--- src/rtl/fifo_wr_arbiter.sv ---
// fifo_wr_arbiter
// Shares the single write port of the buffer FIFO between NUM_REQ producers.
// A grant is handed out round-robin from rr_ptr. The granted producer streams
// beats over a valid/ready handshake until it marks last, exhausts MAX_BURST
// beats, or leaves valid low for IDLE_TO unstalled cycles. Accepted beats reach
// the FIFO one cycle later through registered write-enable and write-data.
// Writes are throttled on the FIFO's almost-full and full flags.

module fifo_wr_arbiter #(
    parameter int NUM_REQ    = 4,
    parameter int DATA_WIDTH = 128,
    parameter int MAX_BURST  = 8,
    parameter int IDLE_TO    = 4,
    localparam int ID_W      = (NUM_REQ > 1) ? $clog2(NUM_REQ) : 1
) (
    input  logic                          clk,
    input  logic                          rstn,
    input  logic [NUM_REQ-1:0]            req_valid,
    input  logic [NUM_REQ-1:0]            req_last,
    input  logic [NUM_REQ*DATA_WIDTH-1:0] req_data,
    output logic [NUM_REQ-1:0]            req_ready,
    input  logic                          fifo_full,
    input  logic                          fifo_alm_full,
    output logic                          fifo_wren,
    output logic [DATA_WIDTH-1:0]         fifo_wrdata,
    output logic                          grant_vld,
    output logic [ID_W-1:0]               grant_id,
    output logic [31:0]                   beat_cnt
);

    // Arbiter states.
    localparam logic [0:0] ST_IDLE  = 1'b0;
    localparam logic [0:0] ST_BURST = 1'b1;

    // ------------------------------------------------------------------
    // Helper functions
    // ------------------------------------------------------------------

    // Successor of a requester index, wrapping at NUM_REQ (which need not
    // be a power of two).
    function automatic logic [ID_W-1:0] next_id(input logic [ID_W-1:0] id);
        logic [ID_W-1:0] nxt;
        nxt = (id == ID_W'(NUM_REQ - 1)) ? {ID_W{1'b0}} : (id + ID_W'(1));
        return nxt;
    endfunction

    // First valid requester searching upward from ptr, wrapping modulo
    // NUM_REQ. The scan runs from the farthest candidate to the nearest so
    // the last hit (the nearest one) wins without needing a found flag.
    // The result is only meaningful when at least one valid bit is set.
    function automatic logic [ID_W-1:0] rr_pick(input logic [NUM_REQ-1:0] valid,
                                                input logic [ID_W-1:0]    ptr);
        logic [ID_W:0]   sum;
        logic [ID_W:0]   idx;
        logic [ID_W-1:0] win;
        win = ptr;
        for (int k = NUM_REQ - 1; k >= 0; k--) begin
            sum = {1'b0, ptr} + (ID_W+1)'(k);
            idx = (sum >= (ID_W+1)'(NUM_REQ)) ? (sum - (ID_W+1)'(NUM_REQ)) : sum;
            win = valid[idx[ID_W-1:0]] ? idx[ID_W-1:0] : win;
        end
        return win;
    endfunction

    // ------------------------------------------------------------------
    // State and next-state signals
    // ------------------------------------------------------------------
    logic [0:0]            state_q,     state_d;
    logic [ID_W-1:0]       rr_ptr_q,    rr_ptr_d;
    logic [ID_W-1:0]       grant_id_q,  grant_id_d;
    logic [7:0]            burst_cnt_q, burst_cnt_d;
    logic [3:0]            idle_cnt_q,  idle_cnt_d;
    logic                  wren_q,      wren_d;
    logic [DATA_WIDTH-1:0] wrdata_q,    wrdata_d;
    logic [31:0]           beat_cnt_q,  beat_cnt_d;

    // Combinational helpers
    logic [DATA_WIDTH-1:0] beat_s [NUM_REQ];
    logic                  in_burst_s;
    logic                  stall_s;
    logic                  any_valid_s;
    logic                  gnt_valid_s;
    logic                  gnt_last_s;
    logic [DATA_WIDTH-1:0] gnt_data_s;
    logic                  accept_s;
    logic                  burst_limit_s;
    logic                  idle_limit_s;
    logic [ID_W-1:0]       rr_winner_s;
    logic [NUM_REQ-1:0]    ready_s;

    // Unpack the flattened beat bus into one slot per requester.
    for (genvar g = 0; g < NUM_REQ; g++) begin : g_unpack
        assign beat_s[g] = req_data[g*DATA_WIDTH +: DATA_WIDTH];
    end

    assign in_burst_s  = (state_q == ST_BURST);
    assign stall_s     = fifo_full | fifo_alm_full;
    assign any_valid_s = |req_valid;
    assign gnt_valid_s = req_valid[grant_id_q];
    assign gnt_last_s  = req_last[grant_id_q];
    assign gnt_data_s  = beat_s[grant_id_q];
    assign accept_s    = in_burst_s & gnt_valid_s & ~stall_s;
    assign rr_winner_s = rr_pick(req_valid, rr_ptr_q);

    // This beat is the one that fills the burst allowance.
    assign burst_limit_s = (burst_cnt_q == 8'(MAX_BURST - 1));
    // This is the last quiet cycle the granted requester is allowed.
    assign idle_limit_s  = (idle_cnt_q == 4'(IDLE_TO - 1));

    // Ready goes only to the granted requester, and only while the FIFO has room.
    always_comb begin
        ready_s = {NUM_REQ{1'b0}};
        if (in_burst_s && !stall_s) begin
            ready_s[grant_id_q] = 1'b1;
        end else begin
            ready_s = {NUM_REQ{1'b0}};
        end
    end

    // Grant FSM: pick a winner in IDLE, then hold it until last, burst
    // limit or idle timeout. Stalls freeze the idle counter.
    always_comb begin
        state_d     = state_q;
        rr_ptr_d    = rr_ptr_q;
        grant_id_d  = grant_id_q;
        burst_cnt_d = burst_cnt_q;
        idle_cnt_d  = idle_cnt_q;
        case (state_q)
            ST_IDLE: begin
                if (any_valid_s && !fifo_alm_full) begin
                    state_d     = ST_BURST;
                    grant_id_d  = rr_winner_s;
                    burst_cnt_d = 8'd0;
                    idle_cnt_d  = 4'd0;
                end else begin
                    state_d = ST_IDLE;
                end
            end
            ST_BURST: begin
                if (accept_s) begin
                    burst_cnt_d = burst_cnt_q + 8'd1;
                    idle_cnt_d  = 4'd0;
                    if (gnt_last_s || burst_limit_s) begin
                        state_d     = ST_IDLE;
                        rr_ptr_d    = next_id(grant_id_q);
                        burst_cnt_d = 8'd0;
                    end else begin
                        state_d = ST_BURST;
                    end
                end else if (gnt_valid_s) begin
                    // Valid but stalled by the FIFO: still an active requester.
                    idle_cnt_d = 4'd0;
                end else if (stall_s) begin
                    // FIFO stall: the quiet time does not count against the producer.
                    idle_cnt_d = idle_cnt_q;
                end else if (idle_limit_s) begin
                    state_d     = ST_IDLE;
                    rr_ptr_d    = next_id(grant_id_q);
                    burst_cnt_d = 8'd0;
                    idle_cnt_d  = 4'd0;
                end else begin
                    idle_cnt_d = idle_cnt_q + 4'd1;
                end
            end
            default: begin
                state_d     = ST_IDLE;
                burst_cnt_d = 8'd0;
                idle_cnt_d  = 4'd0;
            end
        endcase
    end

    // Write path: an accepted beat is presented to the FIFO on the next cycle.
    always_comb begin
        wren_d     = accept_s;
        beat_cnt_d = beat_cnt_q + {31'd0, accept_s};
        if (accept_s) begin
            wrdata_d = gnt_data_s;
        end else begin
            wrdata_d = wrdata_q;
        end
    end

    // State registers with synchronous active-low reset; reset drops any burst in flight.
    always_ff @(posedge clk) begin
        if (!rstn) begin
            state_q     <= ST_IDLE;
            rr_ptr_q    <= {ID_W{1'b0}};
            grant_id_q  <= {ID_W{1'b0}};
            burst_cnt_q <= 8'd0;
            idle_cnt_q  <= 4'd0;
            wren_q      <= 1'b0;
            wrdata_q    <= {DATA_WIDTH{1'b0}};
            beat_cnt_q  <= 32'd0;
        end else begin
            state_q     <= state_d;
            rr_ptr_q    <= rr_ptr_d;
            grant_id_q  <= grant_id_d;
            burst_cnt_q <= burst_cnt_d;
            idle_cnt_q  <= idle_cnt_d;
            wren_q      <= wren_d;
            wrdata_q    <= wrdata_d;
            beat_cnt_q  <= beat_cnt_d;
        end
    end

    assign req_ready   = ready_s;
    assign fifo_wren   = wren_q;
    assign fifo_wrdata = wrdata_q;
    assign grant_vld   = in_burst_s;
    assign grant_id    = grant_id_q;
    assign beat_cnt    = beat_cnt_q;

endmodule

--- config.mk ---
export PLATFORM = sky130hd
export DESIGN_NAME = fifo_wr_arbiter
export DESIGN_NICKNAME = d
export VERILOG_FILES = /design/src/rtl/fifo_wr_arbiter.sv
export SDC_FILE = /design/constraint.sdc
export NUM_CORES = 1
export LEC_CHECK = 0
export BUFFER_PORTS_ARGS = -buffer_cell sky130_fd_sc_hd__clkbuf_2
export CAP_MARGIN = 20
export CELL_PAD_IN_SITES_DETAIL_PLACEMENT = 1
export CELL_PAD_IN_SITES_GLOBAL_PLACEMENT = 1
export CORE_AREA = 2 2 273 275
export CTS_CLUSTER_DIAMETER = 100
export CTS_CLUSTER_SIZE = 25
export DETAILED_ROUTE_END_ITERATION = 12
export DIE_AREA = 0 0 275 277
export PLACE_DENSITY = 0.5
export SYNTH_ARGS = -nofsm -noshare
export SYNTH_HDL_FRONTEND = slang
export SYNTH_SLANG_ARGS = --single-unit
--- constraint.sdc ---
create_clock -name clk -period 7.35 [get_ports clk]
set_input_delay 0.3675 -clock clk [delete_from_list [all_inputs] [get_ports clk]]
set_output_delay 0.3675 -clock clk [all_outputs]
set_load 0.005 [all_outputs]
Yosys cells after proc, flatten, opt, wreduce, memory -nomap -nowiden
Cells that the tools add are included.

Word-level logic and storage cells: 111. Input port bits: 524. Register bits after elaboration: 178.

Bitwise gates (word level): 6. $add $sub $neg: 11. Reduce and logical (&&, ||, !) cells: 12. $lt $le $gt $ge: 11. Eq/ne operators: 11. Multiplexer cells: 52.

Operators with widths (count): 128-bit binary-select mux with 2-bit select (1); 128-bit two-way mux (2); 8-bit two-way mux (6); 32-bit by 1-bit adder with 32-bit output (1); 2-bit two-way mux (14); 4-bit two-way mux (6); 8-bit one-hot mux with 2 select lines (1); 2-bit by 3-bit less-than comparator with 1-bit output (second input constant) (5); 1-bit two-way mux (13); 1-bit binary-select mux with 2-bit select (6); 3-bit greater-or-equal comparator (second input constant) (4); 8-bit by 1-bit adder with 8-bit output (second input constant) (1); 8-bit by 3-bit equality test with 1-bit output (second input constant) (1); 4-bit one-hot mux with 2 select lines (1); 2-bit by 1-bit subtractor with 2-bit output (second input constant) (4); 2-bit by 2-bit adder with 3-bit output (second input constant) (2); 2-bit by 1-bit != test with 1-bit output (second input constant) (3); 3-bit by 2-bit != test with 1-bit output (second input constant) (2); 5-bit AND reduction (1); 4-bit by 1-bit adder with 4-bit output (second input constant) (1); 4-bit by 2-bit equality test with 1-bit output (second input constant) (1); 4-bit by 2-bit != test with 1-bit output (second input constant) (1); 2-bit AND reduction (2); 4-bit AND reduction (1); other kinds (18) (23).

Longest topological paths before layout
Gate-level depths: netlist of run 1.

Depth after elaboration: 9. Gate-level depth with buffers: 12. Gate-level depth less buffers: 10.

Worst setup path after synthesis of run 1
No wires, ideal clock.

Path kind: register -> register. Start point: register grant_id_q[0], in the netlist grant_id[0]. End point: register beat_cnt_q[24], in the netlist beat_cnt[24]. Slack: 4422 ps. Period minus slack after synthesis: 2928 ps. Stages on the path, launching flop included: 13. Arrival: 2800 ps. Library setup time: 128 ps. Path through: dfxtp_1 > buf_2 > mux4_2 > nand2_4 > inv_1 > clkbuf_1 > ha_1 > ha_1 > nand4_1 > nor4_2 > nand4_1 > xor2_1 > nor2_1.

Longest elaborated chain between the ends: 5.

Ends and longest elaborated chain: from (decl) (RTL line 70) `logic [ID_W-1:0] grant_id_q, grant_id_d;`; from (signal assigned) (RTL line 189) `grant_id_q <= {ID_W{1'b0}};`; from (signal assigned) (RTL line 198) `grant_id_q <= grant_id_d;`; 1-bit binary-select mux with 2-bit select (RTL line 99) `assign gnt_valid_s = req_valid[grant_id_q];`; 1-bit two-way mux (implied by the code) (RTL line 99); 1-bit bitwise AND (2 in series) (RTL line 102) `assign accept_s = in_burst_s & gnt_valid_s & ~stall_s;`; net accept_s (RTL line 85) `logic accept_s;`; 32-bit by 1-bit adder with 32-bit output (RTL line 176) `beat_cnt_d = beat_cnt_q + {31'd0, accept_s};`; to (signal assigned) (RTL line 203) `beat_cnt_q <= beat_cnt_d;`; to (decl) (RTL line 75) `logic [31:0] beat_cnt_q, beat_cnt_d;`.

The timed path passes the listed nets, and every way through them passes these cells. The select of a mux whose other input is x is not followed. A chain may end at the register's enable or synchronous reset.

Worst setup path in the final report of run 1
Start point: register grant_id_q[0], in the netlist grant_id[0]. End point: register beat_cnt_q[30], in the netlist beat_cnt[30].

Longest elaborated chain between the ends: 5.

Ends and longest elaborated chain (RTL line): 1-bit binary-select mux with 2-bit select (99); 1-bit two-way mux (implied by the code) (99); 1-bit bitwise AND (2 in series) (102); 32-bit by 1-bit adder with 32-bit output (176).

Every way passes these cells. The select of a mux whose other input is x is not followed.

==> impl_metrics.yaml, run 1 <==
sta:
  drv_slew: 0
  setup-violations-final: 0
  timing.fmax_ghz: 0.207
  hold_violations: 0
  relSlewSlack: 0.314
  period_share: 0.658
  fin_tns_setup_ns: 0
  holdWs_ns: 0.279
  rsz0062_at_grt: "false"
  period_minus_slack_ns: 4.84
  clock-skew-final_ns: 0.0188
  tightest_slew_ns: 1.03
critical_path:
  critPathLaunchType: "register"
  path_max_fanout: 133
  critPathRequiredTime_ns: 7.75
  arrival_ns: 5.23
  path_class: "register to register"
  cp-end-kind: "register"
synthesis:
  ys.flop_type: "dfxtp_1"
  ys_seq_area_frac: 0.362
  yosysTopAreaCellShare: 0.362
  ys_types: 45
  synthTopCellsByCount: "281 x nand2_1, 178 x dfxtp_1, 146 x a21oi_1, 130 x mux4_2, 41 x nor2_1"
  synth.largest_area_cell: "dfxtp_1"
  netlist_instances: 1001
  synth-seq-cells: 178
  async_flop_share: 0
  synth.net_count: 1533
  yosys_warnings: 0
  synth.area.top_cells: "dfxtp_1 36%, mux4_2 30%, nand2_1 11%"
  syn_area_sq_mm: 0.00984
  synth.most_common_cell: "nand2_1"
  synth_edf_count: 0
  avgSynthCellArea_sq_um: 9.83
floorplan:
  die-area_sq_mm: 0.0762
  die_h_um: 277
  ios: 692
  die_x_um: 275
  core_area_sq_mm: 0.0736
  initial_core_util: 0.134
  num_rows: 100
cts:
  cts_tree: "built"
  root_buffer: "clkbuf_16"
  clock_latency_ns: 0.48
  numCtsBuffers: 17
  ctsHoldBuffers: 0
  cts.sinks: 178
  cts_max_level: 4
  ctsResizeCount: 0
  path_clk_slew_ns: 0.08
  post_cts_buffers: 0
  clock_path_buffers: 2
job:
  drv_cap: 0
detailed_routing:
  drc: 0
  via_per_inst: 3.97
  drt-total-wl_mm: 57.3
  drt_iter0_markers: 430
  wire_per_inst_um: 21.7
  vias: 10500
  final_antenna_net_count: 0
  dr.pass1.iters: 4
global_route:
  grt_pass1_wl_mm: 80.4
  grt_pass1_vias: 11300
  grt_max_degree: 134
  grt_overflow: 0
  grt_usage: 0.148
  grt_antenna_before_repair: 27
cells_and_area:
  nets: 2172
  area_growth_pct: 50.9
  regArea_sq_mm: 0.00357
  fill_cells: 8896
  multi_input_area_sq_mm: 0.00590
  layout-drive-gt1-share: 0.529
power:
  finalPower_mw: 2.35
  power.density_mw_per_mm2: 158
  p_leak_nw: 6.14
  peakVddDrop_uv: 152
placed_design:
  dp_hpwl_mm: 47.1
  routabilityCongestion: 0.943
  numPortBuffers: 691
status:
  status: "completed"
worst_hold_path:
  hold_class: "input port to register"
## report_power, final
group          internal [mW]  switching (mW)
sequential             0.977          0.0170
combinational          0.221           0.176
clock                  0.474           0.485
total                   1.67           0.678
## worst max-delay path, stage by stage, from the launching register on
cell and delay [ns]:
dfxtp_4 0.85, mux4_2 0.53, nand2_8 0.51, inv_4 0.93, ha_1 0.34, ha_1 0.23
nand4_1 0.18, nor3_1 0.47, nand2_1 0.13, or3_1 0.37, a21oi_1 0.14
## cell usage in the layout (no fill, tap or decap), drive strengths merged, types with 7 or more instances in the layout
cell type	synthesis	routed
inv	12	17
dfxtp	178	178
nand4	14	14
and3	8	8
a21oi	146	146
mux4	130	130
nand2	283	283
nor2	42	42
o21ai	14	14
xor2	22	22
diode	0	17
nand3	18	18
ha	8	8
clkbuf	38	710
buf	40	7
## per-layer routing
layer,vias up,GRT usage,part of all wire
met3,56,0.0448,0.070
li1,4915,-,-
met4,10,0.0629,0.025
met2,372,0.248,0.50
met1,5129,0.174,0.40
met5,-,0,0.00099
## logic make-up after synthesis
family | Yosys count | share of synthesized area
AND/OR/NAND/NOR | 395 | 0.174
flip-flops | 178 | 0.362
AO/OA/AOI/OAI | 170 | 0.0895
multiplexers | 132 | 0.300
buffers and inverters | 90 | 0.0392
XOR/XNOR | 28 | 0.0249
adder cells (fa/ha/maj) | 8 | 0.0102
## registers in the layout, summed over array words and instances, names as in the netlist
name         flops
beat_cnt        32
grant_vld        1
idle_cnt_q       4
grant_id         2
rr_ptr_q         2
burst_cnt_q      8
fifo_wrdata    128
fifo_wren        1
## area by class of cell
| class | instances | share of cell area |
|---|---|---|
| multi-input cells | 733 | 0.397 |
| flip-flops and latches | 178 | 0.241 |
| repair buffers | 698 | 0.236 |
| well taps | 969 | 0.0817 |
| clock buffers | 19 | 0.0292 |
| clock inverters | 13 | 0.00851 |
| inverters | 12 | 0.00354 |
| diodes | 17 | 0.00287 |
## through the flow
| stage | worst slack [ns] | cells | cell area, sq um | util |
|---|---|---|---|---|
| finish | 2.51 | 2639 | 14800 | 0.202 |
| global route | 1.92 | 2634 | 14800 | 0.202 |
| CTS | 2.15 | 2622 | 14800 | 0.201 |
| detailed placement | 2.17 | 2590 | 14200 | 0.194 |
| global placement | 2.23 | 2590 | 14200 | 0.194 |
| floorplan | 4.42 | 1001 | 9840 | - |
## final timing paths
path	startpoint	endpoint	slack, ns	cells after the start
min	rstn	rr_ptr_q[1]	0.28	3
min reg2reg	fifo_wrdata[55]	fifo_wrdata[55]	0.45	2
max reg2reg	grant_id[0]	beat_cnt[30]	2.51	10
max	grant_id[0]	beat_cnt[30]	2.51	10
Note: power is estimated with default switching activity, not from simulation.
==> inputs of run 2 (changes only) <==
Settings changed: CORE_AREA 2 2 273 275 to 2 2 266 268, DIE_AREA 0 0 275 277 to 0 0 268 270, PLACE_DENSITY 0.5 to 0.51.
Clock period 7.35 ns to 4.5 ns, I/O delays scaled along.
==> impl_metrics.yaml, run 2 (synthesized netlist as in run 1, its figures left out) <==
status:
  status: "completed"
global_route:
  grt_pass1_vias: 11200
  grt_usage: 0.149
  grt.busiest_layer: "met2"
  grt_max_degree: 91
  gr-usage-met3: 0.0429
  grt_overflow: 0
  use_met1: 0.170
  use_met2: 0.258
  grt_antenna_before_repair: 25
  grt_pass1_wl_mm: 77.9
cts:
  path_clk_slew_ns: 0.08
  cts.sinks: 178
  clock_latency_ns: 0.49
  clock_path_buffers: 2
  root_buffer: "clkbuf_16"
  ctsResizeCount: 0
  cts_max_level: 4
  numCtsBuffers: 17
  post_cts_buffers: 0
  cts_tree: "built"
  ctsHoldBuffers: 0
sta:
  drv_slew: 0
  timing.fmax_ghz: 0.315
  hold_violations: 0
  setup-violations-final: 0
  relSlewSlack: 0.327
  rsz0062_at_grt: "false"
  setup_ws_ns: 1.32
  period_minus_slack_ns: 3.18
  fin_tns_setup_ns: 0
  period_share: 0.706
  tightest_slew_ns: 1.01
  clock-skew-final_ns: 0.0118
critical_path:
  critPathRequiredTime_ns: 4.86
  path_class: "register to register"
  crit_buf_inv: 1
  cp-end-kind: "register"
  critPathTopFamily: "simple AND/OR/NAND/NOR gates"
  path_max_fanout: 12
  cp_cell_sequence: "nor3b_2, nand2_8, inv_4, ha_1, ha_1, nand4_1, nor4_2, nand4_1, xor2_1, nor2_1"
  critPathLaunchType: "register"
  cp_slowest_stage_delay_ns: 0.62
  cp_slowest_cell: "nor4_2"
  arrival_ns: 3.54
cells_and_area:
  largest_register_ffs: 128
  final_cell_mix: "691 x clkbuf_2, 281 x nand2_1, 176 x dfxtp_1, 146 x a21oi_1, 130 x mux4_2"
  nets: 2175
  area_growth_pct: 50.9
  layout-drive-gt1-share: 0.530
  final_common_cell: "clkbuf_2"
placed_design:
  dp_hpwl_mm: 44.4
  routabilityCongestion: 0.966
  numPortBuffers: 691
  place_ws_ns: 1.29
detailed_routing:
  vias: 10600
  final_antenna_net_count: 0
  drc: 0
  via_per_inst: 4.05
  drt_iter0_markers: 448
  dr.pass1.iters: 5
  drt-total-wl_mm: 54.5
  wire_per_inst_um: 20.9
power:
  p_leak_nw: 6.16
  peakVddDrop_uv: 197
  power.density_mw_per_mm2: 257
floorplan:
  core_area_sq_mm: 0.0695
  die-area_sq_mm: 0.0724
  die_h_um: 270
  num_rows: 97
  ios: 692
  die_x_um: 268
  initial_core_util: 0.141
worst_hold_path:
  hold_class: "input port to register"
job:
  drv_cap: 0
==> run 2: per-layer routing <==
| layer | wire length [um] | vias up |
|---|---|---|
| li1 | - | 4914 |
| met1 | 21400 | 5258 |
| met2 | 28500 | 366 |
| met3 | 3290 | 45 |
| met4 | 1200 | 2 |
| met5 | 10 | - |
==> run 2: cell type report <==
type,count,area (sq um)
Tap cell,940,1180
Antenna cell,15,37.5
Timing Repair Buffer,701,3550
Clock inverter,12,120
Multi-Input combinational cell,733,5900
Fill cell,8339,54700
Inverter,12,52.6
Clock buffer,20,447
Sequential cell,178,3570
==> run 2: stage by stage <==
step,util,hold WS [ns],std cells,total power [mW],instance area [sq um]
2_1_floorplan,-,0.347,1001,1.95,9840
3_3_place_gp,0.205,0.443,2564,2.30,14200
3_5_place_dp,0.205,0.448,2564,2.31,14200
4_1_cts,0.213,0.0744,2596,3.92,14800
5_1_grt,0.213,0.131,2610,4.01,14800
6_report,0.214,0.124,2611,3.81,14800
==> run 2: where the power goes <==
| part | switching [mW] | total (mW) | internal (mW) |
|---|---|---|---|
| sequential | 0.0182 | 1.61 | 1.60 |
| clock | 0.767 | 1.55 | 0.788 |
| combinational | 0.283 | 0.646 | 0.363 |
==> run 2: worst reg2reg max path: stages (launching register included) <==
cell	delay (ns)
dfxtp_1	0.52
nor3b_2	0.60
nand2_8	0.09
inv_4	0.15
ha_1	0.21
ha_1	0.24
nand4_1	0.19
nor4_2	0.63
nand4_1	0.20
xor2_1	0.16
nor2_1	0.06
==> run 2: worst paths after layout <==
path                            slack (ns)  cells past startpoint           start             end
worst min-delay path                  0.12                      3    req_valid[3]     grant_id[0]
worst min register to register        0.46                      2  fifo_wrdata[4]  fifo_wrdata[4]
worst max register to register        1.32                     10       grant_vld    beat_cnt[24]
worst max-delay path                  1.32                     10       grant_vld    beat_cnt[24]
==> inputs of run 3 (changes only) <==
Settings changed: ABC_AREA from default to 1, CORE_AREA 2 2 266 268 to 2 2 267 269, DIE_AREA 0 0 268 270 to 0 0 269 271, PLACE_DENSITY 0.51 to 0.58.
Clock period 4.5 ns to 2.9 ns, I/O delays scaled along.
==> impl_metrics.yaml, run 3 <==
critical_path:
  arrival_ns: 2.81
  critPathLaunchType: "register"
  cp_slowest_cell: "dfxtp_4"
  cp-end-kind: "register"
  critPathTopFamily: "simple AND/OR/NAND/NOR gates"
  cp_slowest_stage_delay_ns: 0.42
  cp_cell_sequence: "nand2_1, nand3_2, nand2_4, nor2_4, ha_1, ha_1, nand3_1, nor2_1, inv_1, nor2_1, nand3_1, xor2_1, nor2_1"
  cp_common_cell: "nor2_1"
  path_class: "register to register"
  crit_buf_inv: 1
  path_max_fanout: 7
  critPathRequiredTime_ns: 3.29
cts:
  clock_path_buffers: 2
  post_cts_buffers: 0
  cts_max_level: 4
  cts.sinks: 178
  ctsHoldBuffers: 1
  path_clk_slew_ns: 0.09
  root_buffer: "clkbuf_16"
  ctsResizeCount: 0
  cts_tree: "built"
  clock_latency_ns: 0.49
  numCtsBuffers: 17
power:
  peakVddDrop_uv: 305
  finalPower_mw: 6.39
  power.density_mw_per_mm2: 409
  p_leak_nw: 7.26
job:
  drv_cap: 0
global_route:
  grt_max_degree: 155
  grt_usage: 0.165
  grt_pass1_vias: 14200
  grt_pass1_wl_mm: 90.0
  grt_antenna_before_repair: 19
  grt_overflow: 0
cells_and_area:
  final_common_cell: "clkbuf_2"
  final_cell_mix: "690 x clkbuf_2, 566 x nor2_1, 392 x o21ai_0, 176 x dfxtp_1, 128 x o22ai_1"
  layout-drive-gt1-share: 0.326
  largest_register_ffs: 128
  design_area_sq_mm: 0.0156
  postLayoutCoreUtil: 0.224
  fill_cells: 8938
  nets: 2857
  area_growth_pct: 44.8
synthesis:
  avgSynthCellArea_sq_um: 6.24
  synth.area.top_cells: "dfxtp_1 33%, nor2_1 20%, o21ai_0 18%"
  ys_seq_area_frac: 0.330
  synth.net_count: 2260
  synthTopCellsByCount: "566 x nor2_1, 392 x o21ai_0, 178 x dfxtp_1, 128 x o22ai_1, 124 x nand2_1"
  syn_area_sq_mm: 0.0108
  ys_types: 37
  synth.most_common_cell: "nor2_1"
  netlist_instances: 1728
  synth-seq-cells: 178
  async_flop_share: 0
  synth.largest_area_cell: "dfxtp_1"
  yosys_warnings: 0
  yosysTopAreaCellShare: 0.330
  synth_edf_count: 0
  ys.flop_type: "dfxtp_1"
placed_design:
  routabilityCongestion: 0.890
  place_ws_ns: 0.494
  placed_area_sq_mm: 0.0150
  numPortBuffers: 691
  dp_hpwl_mm: 46.7
detailed_routing:
  final_antenna_net_count: 0
  drt-total-wl_mm: 62.4
  via_per_inst: 4.34
  drt_iter0_markers: 734
  wire_per_inst_um: 18.9
  dr.pass1.iters: 4
  vias: 14300
  drc: 0
sta:
  relSlewSlack: 0.387
  hold_violations: 0
  timing.fmax_ghz: 0.413
  rsz0062_at_grt: "false"
  period_minus_slack_ns: 2.42
  clock-skew-final_ns: 0.0164
  period_share: 0.834
  tightest_slew_ns: 0.913
  setup-violations-final: 0
  setup_ws_ns: 0.481
  drv_slew: 0
  fin_tns_setup_ns: 0
floorplan:
  num_rows: 97
  die_x_um: 269
  core_area_sq_mm: 0.0698
  die_h_um: 271
  ios: 692
  die-area_sq_mm: 0.0729
  initial_core_util: 0.155
status:
  status: "completed"
worst_hold_path:
  hold_class: "input port to register"
-- run 3: where the power goes --
part           internal, mW  total (mW)  switching (mW)
sequential             2.50        2.54          0.0408
combinational         0.563        1.38           0.817
clock                  1.16        2.46            1.30
total                  4.22        6.39            2.16
-- run 3: metal layers --
layer / up-vias / global-route usage / share of wire
met4: 8 / 0.0630 / 0.028
met1: 6690 / 0.193 / 0.41
met2: 446 / 0.276 / 0.49
met3: 92 / 0.0558 / 0.072
met5: - / 0 / 0.00079
li1: 7052 / - / -
-- run 3: layout make-up --
class,instances,area (sq um),share of cell area
clock inverter,15,164,0.0105
multi-input combinational,1362,6330,0.405
sequential,178,3570,0.229
clock buffer,17,425,0.0273
timing repair buffer,712,3700,0.237
inverter,54,215,0.0138
antenna,14,35.0,0.00224
tap,940,1180,0.0753
-- run 3: final timing paths --
path | startpoint | end | slack, ns | cells past startpoint
min | req_data[49] | fifo_wrdata[49] | 0.04 | 5
min reg2reg | burst_cnt_q[4] | burst_cnt_q[4] | 0.46 | 2
max reg2reg | grant_id[0] | beat_cnt[16] | 0.48 | 13
max | grant_id[0] | beat_cnt[16] | 0.48 | 13
-- run 3: logic make-up (layout without fill, tap and decap cells) --
| group | after synthesis | after routing | share of synthesized area |
|---|---|---|---|
| fa+ha+maj | 8 | 8 | 0.00928 |
| simple gates | 774 | 774 | 0.286 |
| buf+inv | 188 | 798 | 0.0827 |
| other cells | 0 | 14 | 0 |
| compound gates | 568 | 568 | 0.282 |
| xor+xnor | 12 | 12 | 0.00975 |
| flops | 178 | 178 | 0.330 |
-- run 3: worst register-to-register path: cells and delay by family (launching register included) --
| family | cells | cell delay, ns |
|---|---|---|
| buffers and inverters | 1 | 0.08 |
| xor gates and xnor gates | 1 | 0.16 |
| adders and majority gates | 2 | 0.39 |
| and+or+nand+nor | 9 | 1.27 |
| DFF | 1 | 0.42 |
-- run 3: stage by stage --
stage	cells	hold slack, ns
after global placement	3245	0.453
after CTS	3278	0.00204
after detailed placement	3245	0.458
after floorplan	1728	0.429
final	3292	0.0448
after global routing	3286	0.0287
